[src/rtl/fft_output_serializer_if.sv]
// rtl/fft_output_serializer_if.sv - frame load and beat stream signals of the FFT output serializer
interface fft_output_serializer_if #(
    parameter int P_WORD_BITS = 30,
    parameter int P_POINTS    = 32,
    parameter int P_IDX_BITS  = 5
);
    logic                            load;
    logic [P_POINTS*P_WORD_BITS-1:0] frame;
    logic                            in_ready;
    logic                            drop;
    logic                            valid;
    logic                            ready;
    logic [P_WORD_BITS-1:0]          data;
    logic [P_IDX_BITS-1:0]           index;
    logic                            last;

    modport master (
        input  load, frame, ready,
        output in_ready, drop, valid, data, index, last
    );

    modport slave (
        output load, frame, ready,
        input  in_ready, drop, valid, data, index, last
    );
endinterface

[src/rtl/fft_output_serializer.sv]
// rtl/fft_output_serializer.sv - captures a 32-point FFT frame and streams it in natural bin order
module fft_output_serializer #(
    parameter int P_WORD_BITS   = 30,
    parameter int P_POINTS      = 32,
    parameter int P_IDX_BITS    = 5,
    parameter bit P_BIT_REVERSE = 1'b1
) (
    input  logic                   clk,
    input  logic                   rst_n,
    fft_output_serializer_if.master bus
);
    typedef enum logic {IDLE, STREAM} state_t;

    state_t                 state_q, state_d;
    logic [P_IDX_BITS-1:0]  cnt_q;
    logic [P_WORD_BITS-1:0] buf_q [P_POINTS];
    logic                   drop_q;
    logic                   last_beat;
    logic                   take;
    logic                   accept;
    logic [P_IDX_BITS-1:0]  rd_idx;

    function automatic logic [P_IDX_BITS-1:0] bitrev(input logic [P_IDX_BITS-1:0] v);
        logic [P_IDX_BITS-1:0] r;
        for (int i = 0; i < P_IDX_BITS; i++) begin
            r[i] = v[P_IDX_BITS-1-i];
        end
        return r;
    endfunction

    assign last_beat = (cnt_q == P_IDX_BITS'(P_POINTS - 1));
    assign rd_idx    = P_BIT_REVERSE ? bitrev(cnt_q) : cnt_q;

    always_ff @(posedge clk or negedge rst_n) begin
        if (!rst_n) begin
            state_q <= IDLE;
        end else begin
            state_q <= state_d;
        end
    end

    always_comb begin
        state_d = state_q;
        case (state_q)
            IDLE:    if (accept) state_d = STREAM;
            STREAM:  if (take && last_beat && !accept) state_d = IDLE;
            default: state_d = IDLE;
        endcase
    end

    // in_ready opens on the last take so the next frame lands with no bubble
    always_comb begin
        bus.valid    = (state_q == STREAM);
        bus.last     = bus.valid & last_beat;
        bus.index    = cnt_q;
        bus.data     = bus.valid ? buf_q[rd_idx] : '0;
        bus.drop     = drop_q;
        take         = bus.valid & bus.ready;
        bus.in_ready = (state_q == IDLE) | (take & last_beat);
        accept       = bus.load & bus.in_ready;
    end

    always_ff @(posedge clk or negedge rst_n) begin
        if (!rst_n) begin
            cnt_q  <= '0;
            drop_q <= 1'b0;
            for (int n = 0; n < P_POINTS; n++) begin
                buf_q[n] <= '0;
            end
        end else begin
            drop_q <= bus.load & ~bus.in_ready;
            if (accept) begin
                cnt_q <= '0;
                for (int n = 0; n < P_POINTS; n++) begin
                    buf_q[n] <= bus.frame[n*P_WORD_BITS +: P_WORD_BITS];
                end
            end else if (take) begin
                cnt_q <= last_beat ? '0 : cnt_q + 1'b1;
            end
        end
    end
endmodule

[src/flat_wrapper.sv]
// flat-port wrapper written by rule: the top's interface ports become plain ports
module fft_output_serializer_flat 
#(
    parameter int P_WORD_BITS   = 30,
    parameter int P_POINTS      = 32,
    parameter int P_IDX_BITS    = 5,
    parameter bit P_BIT_REVERSE = 1'b1
)
  (clk, rst_n, bus_load, bus_frame, bus_ready, bus_in_ready, bus_drop, bus_valid, bus_data, bus_index, bus_last);
  fft_output_serializer_if #(.P_WORD_BITS(P_WORD_BITS), .P_POINTS(P_POINTS), .P_IDX_BITS(P_IDX_BITS)) bus_i ();
  input  logic clk;
  input  logic rst_n;
  input wire logic [$bits(bus_i.load)-1:0] bus_load;
  input wire logic [$bits(bus_i.frame)-1:0] bus_frame;
  input wire logic [$bits(bus_i.ready)-1:0] bus_ready;
  output wire logic [$bits(bus_i.in_ready)-1:0] bus_in_ready;
  output wire logic [$bits(bus_i.drop)-1:0] bus_drop;
  output wire logic [$bits(bus_i.valid)-1:0] bus_valid;
  output wire logic [$bits(bus_i.data)-1:0] bus_data;
  output wire logic [$bits(bus_i.index)-1:0] bus_index;
  output wire logic [$bits(bus_i.last)-1:0] bus_last;
  assign bus_i.load = bus_load;
  assign bus_i.frame = bus_frame;
  assign bus_i.ready = bus_ready;
  assign bus_in_ready = bus_i.in_ready;
  assign bus_drop = bus_i.drop;
  assign bus_valid = bus_i.valid;
  assign bus_data = bus_i.data;
  assign bus_index = bus_i.index;
  assign bus_last = bus_i.last;
  fft_output_serializer #(.P_WORD_BITS(P_WORD_BITS), .P_POINTS(P_POINTS), .P_IDX_BITS(P_IDX_BITS), .P_BIT_REVERSE(P_BIT_REVERSE)) u_core (.clk(clk), .rst_n(rst_n), .bus(bus_i));
endmodule
[config.mk]
export PLATFORM = sky130hd
export DESIGN_NAME = fft_output_serializer_flat
export DESIGN_NICKNAME = d
export VERILOG_FILES = /design/src/rtl/fft_output_serializer_if.sv /design/src/rtl/fft_output_serializer.sv /design/src/flat_wrapper.sv
export SDC_FILE = /design/constraint.sdc
export NUM_CORES = 2
export LEC_CHECK = 0
export BUFFER_PORTS_ARGS = -buffer_cell sky130_fd_sc_hd__buf_4
export CAP_MARGIN = 20
export CORE_AREA = 2 2 395 397
export DETAILED_ROUTE_END_ITERATION = 8
export DIE_AREA = 0 0 397 399
export PLACE_DENSITY = 0.54
export SETUP_SLACK_MARGIN = 0.02
export SYNTH_ARGS = -nofsm -noshare
export SYNTH_HDL_FRONTEND = slang
export SYNTH_SLANG_ARGS = --single-unit
[constraint.sdc]
create_clock -name clk -period 3.75 [get_ports clk]
set_input_delay 0.1875 -clock clk [delete_from_list [all_inputs] [get_ports clk]]
set_output_delay 0.1875 -clock clk [all_outputs]
set_load 0.01 [all_outputs]
After elaboration in Yosys (flattened, before gate mapping)

Index checks and enable logic that the tools add are counted.
W data, S select, Z words.

Flip-flop bits (word level): 967

Add/sub/neg operators: 1
$lt $le $gt $ge: 1
Eq/ne operators: 1
Mux-type cells: 10
Bitwise operators: 9
Reduce and logical (&&, ||, !) cells: 4

Operators by type and width:

| kind                  | number |
|---|---|
| $bmux W30 S5          | 1 |
| $mux W30              | 3 |
| $mux W5               | 3 |
| $ge A6 B6 Y1 const B  | 1 |
| $not A5 Y6            | 1 |
| $add A5 B1 Y5 const B | 1 |
| $and A1 B1 Y1         | 5 |
| $eq A5 B5 Y1 const B  | 1 |
| $logic_and A1 B1 Y1   | 2 |
| $mux W1               | 2 |
| $not A1 Y1            | 2 |
| $pmux W1 S2           | 1 |
| $reduce_bool A2 Y1    | 1 |
| $logic_not A1 Y1      | 1 |
| $or A1 B1 Y1          | 1 |

Logic depth before layout (Yosys ltp)

Depth after elaboration: 8
Mapped depth: 13
Depth with buffers taken out: 7

Worst setup path before layout

No wires, ideal clock.

Path type: register to register
From: register u_core.cnt_q[3] (netlist: u_core.bus.index[3])
To: register u_core.buf_q[108] in the netlist's numbering
Arrival: 2.895 ns
Required time: 3.625 ns
Path slack: 0.730 ns
Cell stages (with the launch flop): 14
Buffers on the path: 7
Path through: dfrtp_1 > buf_2 > buf_2 > buf_1 > and3_1 > ha_1 > nand2_1 > nand2_1 > and2_1 > buf_2 > buf_2 > buf_2 > buf_4 > mux2_2

Word-level cells in the longest chain between the ends: 4

RTL lines:

| what                            | line                        | RTL |
|---|---|---|
| from (decl)                     | fft_output_serializer.sv:15 | `logic [P_IDX_BITS-1:0] cnt_q;` |
| from (signal assigned)          | fft_output_serializer.sv:78 | `cnt_q <= last_beat ? '0 : cnt_q + 1'b1;` |
| $eq A5 B5 Y1                    | fft_output_serializer.sv:31 | `assign last_beat = (cnt_q == P_IDX_BITS'(P_POINTS - 1));` |
| $and A1 B1 Y1                   | fft_output_serializer.sv:59 | `bus.in_ready = (state_q == IDLE) \| (take & last_beat);` |
| $or A1 B1 Y1                    | fft_output_serializer.sv:59 |  |
| via bus_in_ready                | flat_wrapper.sv:16          | `output wire logic [$bits(bus_i.in_ready)-1:0] bus_in_ready;` |
| $and A1 B1 Y1                   | fft_output_serializer.sv:60 | `accept = bus.load & bus.in_ready;` |
| to (signal, indexed assignment) | fft_output_serializer.sv:75 | `buf_q[n] <= bus.frame[n*P_WORD_BITS +: P_WORD_BITS];` |
| to (decl)                       | fft_output_serializer.sv:16 | `logic [P_WORD_BITS-1:0] buf_q [P_POINTS];` |

The timed path passes the listed nets, and every way through them passes these cells.
A chain may end at the register's enable or synchronous reset.

Worst setup path in the final report

From: register u_core.cnt_q[4] (netlist: u_core.bus.index[4])
To: output bus_data[7]

Word-level cells in the longest chain between the ends: 5

RTL lines:

| what                                         | line                        | RTL |
|---|---|---|
| $not A5 Y6 (not written as such)             | fft_output_serializer.sv:56 | `bus.data = bus.valid ? buf_q[rd_idx] : '0;` |
| $bmux W30 S5                                 | fft_output_serializer.sv:56 |  |
| $mux W30 (not written as such) (2 in series) | fft_output_serializer.sv:56 |  |
| $mux W30                                     | fft_output_serializer.sv:56 |  |
| to (decl)                                    | flat_wrapper.sv:19          | `output wire logic [$bits(bus_i.data)-1:0] bus_data;` |

Every way passes these cells. The select of a mux whose other input is x is not followed.

==> reports/qor.csv <==
metric,value,unit
status,"finished, final reports clean",
CP Data Arrival Time,3.45,ns
Slew Limit Fails,0,
crit-path max FO,10,
Hold Fails Final Rpt,0,
clk buf depth,3,
CTS tree,yes,
global-route wire length before repair,252.6,mm
"Seq/Total Area, Yosys",0.5605,
CTS root buf,clkbuf_16,
PD cells,542.0,mW/mm^2
fin worst setup slack,0.1156,ns
Die Width,397,um
Yosys top cell area share,0.5605,
crit path kind,reg2out,
Pre-Repair DR Iteration Count,5,
"delay-heaviest family, CP",compound AO/OA/AOI/OAI gates,
initial antenna violation count,74,
WP buf/inv,4,
DRC viols,0,
GP Congestion,0.8373,
Rel. slew slack,0.3605,
Area Overhead vs Synth,56.79,%
Vias per Instance,4.756,
# fillers,13857,
RSZ-0062 raised after global routing,true,
I/O pins,1003,
Port Buf Inserts,1002,
largest net degree at the start of global routing,100,
clock slew at reported path FFs,0.06,ns
vias,32702,
worst setup path end,bus_data[7],
drt total wl,180.4,mm
total CTS buffers,112,
Crit. path cell count,7,
die height,399,um
r2r setup slk,0.70,ns
H-tree depth,3,
routed len/inst,26.23,um
RR Endpoint,u_core.buf_q[590]$_DFFE_PN0P_,
DP Worst Slack,0.2125,ns
mean post-synth cell area,16.10,sq um
Final setup viols,0,
share of cells above drive strength 1,0.5225,
CP max stage cell,a22oi_1,
Ys Warns,0,
# nets final,5672,
total track usage,0.2225,
Hold Path Class,in2async,
cell type with the largest total area after synthesis,dfrtp_1,
full die area,0.1584,sq mm
maximum capacitance violations,0,
R2R cell count,10,
slowest cell delay on critical path,0.63,ns
core footprint,0.1537,sq mm
#FFs+latches synth,967,
total power,36.69,mW
row cnt,144,
"Remaining Overflow, GRT",0,
Fmax,275.1,MHz
Placed Cells,5660,
Initial Utilization,0.2809,
CP startpoint,u_core.bus.index[4]$_DFFE_PN0P_,
Synth Instances,2682,
final period utilization,0.9692,
Max IR drop VDD,0.4061,mV
Clock Skew,0.05545,ns
DRT iter0 DRCs,1817,
R2R Path Start,u_core.bus.index[4]$_DFFE_PN0P_,
"top cells by area, synth","dfrtp_1 56%, mux2_2 25%, mux4_2 9.4%, mux2i_1 2.9%, buf_2 1.3%",
hpwl dp,133.4,mm
Syn Nets,3648,
final cell count without fillers,6876,
crit path time final,3.634,ns
Post-DRT Antenna Nets,0,
LEAKAGE,29.37,nW
CP Launch Type,register,
Netlist cell types,33,
Worst Setup End Kind,output port,
vias in the first global route,35583,
Clock Sinks,967,
clock latency on the worst-skew pair,0.76,ns
CP cell instances,buf_12 -> buf_12 -> buf_4 -> mux4_2 -> a22oi_1 -> a211oi_2 -> buf_4,
Worst EP required,3.56,ns
hold_ws,0.08788,ns
Least-Margin Pin Slew,0.9592,ns
synthesized area,0.04317,sq mm
==> kinds of logic after synthesis <==
group	synth area share
buffers and inverters	0.02487
AO/OA/AOI/OAI	0.03762
flip-flops	0.5605
AND/OR/NAND/NOR	0.003333
adder cells (fa/ha/maj)	0.0005796
multiplexers	0.3731
==> report_power, final <==
part           internal, mW  leakage (nW)  switching [mW]
Sequential             11.7          12.0           0.870
Combinational          6.39          15.6            6.76
Clock                  6.34          1.78            4.65
Total                  24.4          29.4            12.3
==> stage by stage <==
stage / cell area [sq um] / setup TNS [ns] / util
after CTS: 67530 / -0.02943 / 0.4394
after global placement: 53850 / 0 / 0.3504
after global routing: 67670 / 0 / 0.4403
after floorplan: 43170 / 0 / -
after detailed placement: 53860 / 0 / 0.3504
final: 67690 / 0 / 0.4404
==> area by class of cell <==
type                       count  area (sq um)  area share
clock buffer                 174          3358     0.04961
sequential                   967         24210      0.3577
antenna                       45         112.6    0.001664
timing repair buffer        2114         18840      0.2783
clock inverter                21         304.0    0.004492
multi-input combinational   1510         18300      0.2703
inverter                       1         3.754  0.00005546
tap                         2044          2557     0.03778
==> flip-flops by register name, summed over array words and instances (netlist names) <==
signal            count
u_core.buf_q        960
u_core.bus.index      5
u_core.bus.drop       1
u_core.bus.valid      1
==> synth_stat cells <==
library cell	instances
a2111oi_0	14
a211o_1	1
dfrtp_1	967
o22ai_1	30
nor3_1	1
nor2b_1	4
a2111oi_1	15
and3_1	2
nand4_1	1
nor2_1	3
inv_1	1
o2111a_1	1
mux2i_1	124
clkbuf_1	54
nand2b_1	1
ha_1	2
buf_2	108
buf_6	8
mux2_2	960
buf_1	5
buf_4	29
a21oi_1	32
and2_1	2
nand2_1	8
a22oi_1	29
a31oi_1	1
mux4_2	180
a211oi_1	29
nand3_1	4
o221ai_1	29
nand3b_1	2
o21ai_0	5
a22o_1	30
==> metal layers <==
metal	global-route usage	vias to the layer above	wire, um
li1	-	14311	-
met1	0.2836	17000	75640
met3	0.04781	298	9874
met5	0	-	202
met2	0.3727	1061	88800
met4	0.07795	32	5851
==> what timing repair did <==
item,4_1_cts,5_1_grt
hold buffers,964,0
setup buffers,12,0
setup endpoints to repair,30,4
resized for setup,27,7
endpoints found under the hold margin,1030,0
pin swaps,4,0
==> worst min path at each step <==
stage / endpoint / slack (ns) / cells after the start
after CTS: u_core.buf_q[578]$_DFFE_PN0P_ / 0.11 / 2
after global routing: u_core.buf_q[578]$_DFFE_PN0P_ / 0.13 / 2
final: u_core.buf_q[578]$_DFFE_PN0P_ / 0.09 / 2
after detailed placement: u_core.buf_q[578]$_DFFE_PN0P_ / 0.32 / 1
after floorplan: u_core.buf_q[0]$_DFFE_PN0P_ / -0.11 / 0
after global placement: u_core.buf_q[578]$_DFFE_PN0P_ / 0.32 / 1
==> layout by cell type, fill, tap and decap left out, drive strengths merged, types with 4 or more instances in the layout <==
master          n
buf          1150
dfrtp         967
dlygate4sd3   964
mux2          960
mux4          180
clkbuf        174
mux2i         124
diode          45
a21oi          32
o22ai          30
a22o           30
o221ai         29
a22oi          29
a211oi         29
a2111oi        29
clkinv         14
nand2           8
o21ai           5
nand3           4
nor2b           4
(Power assumes the default switching activity.)
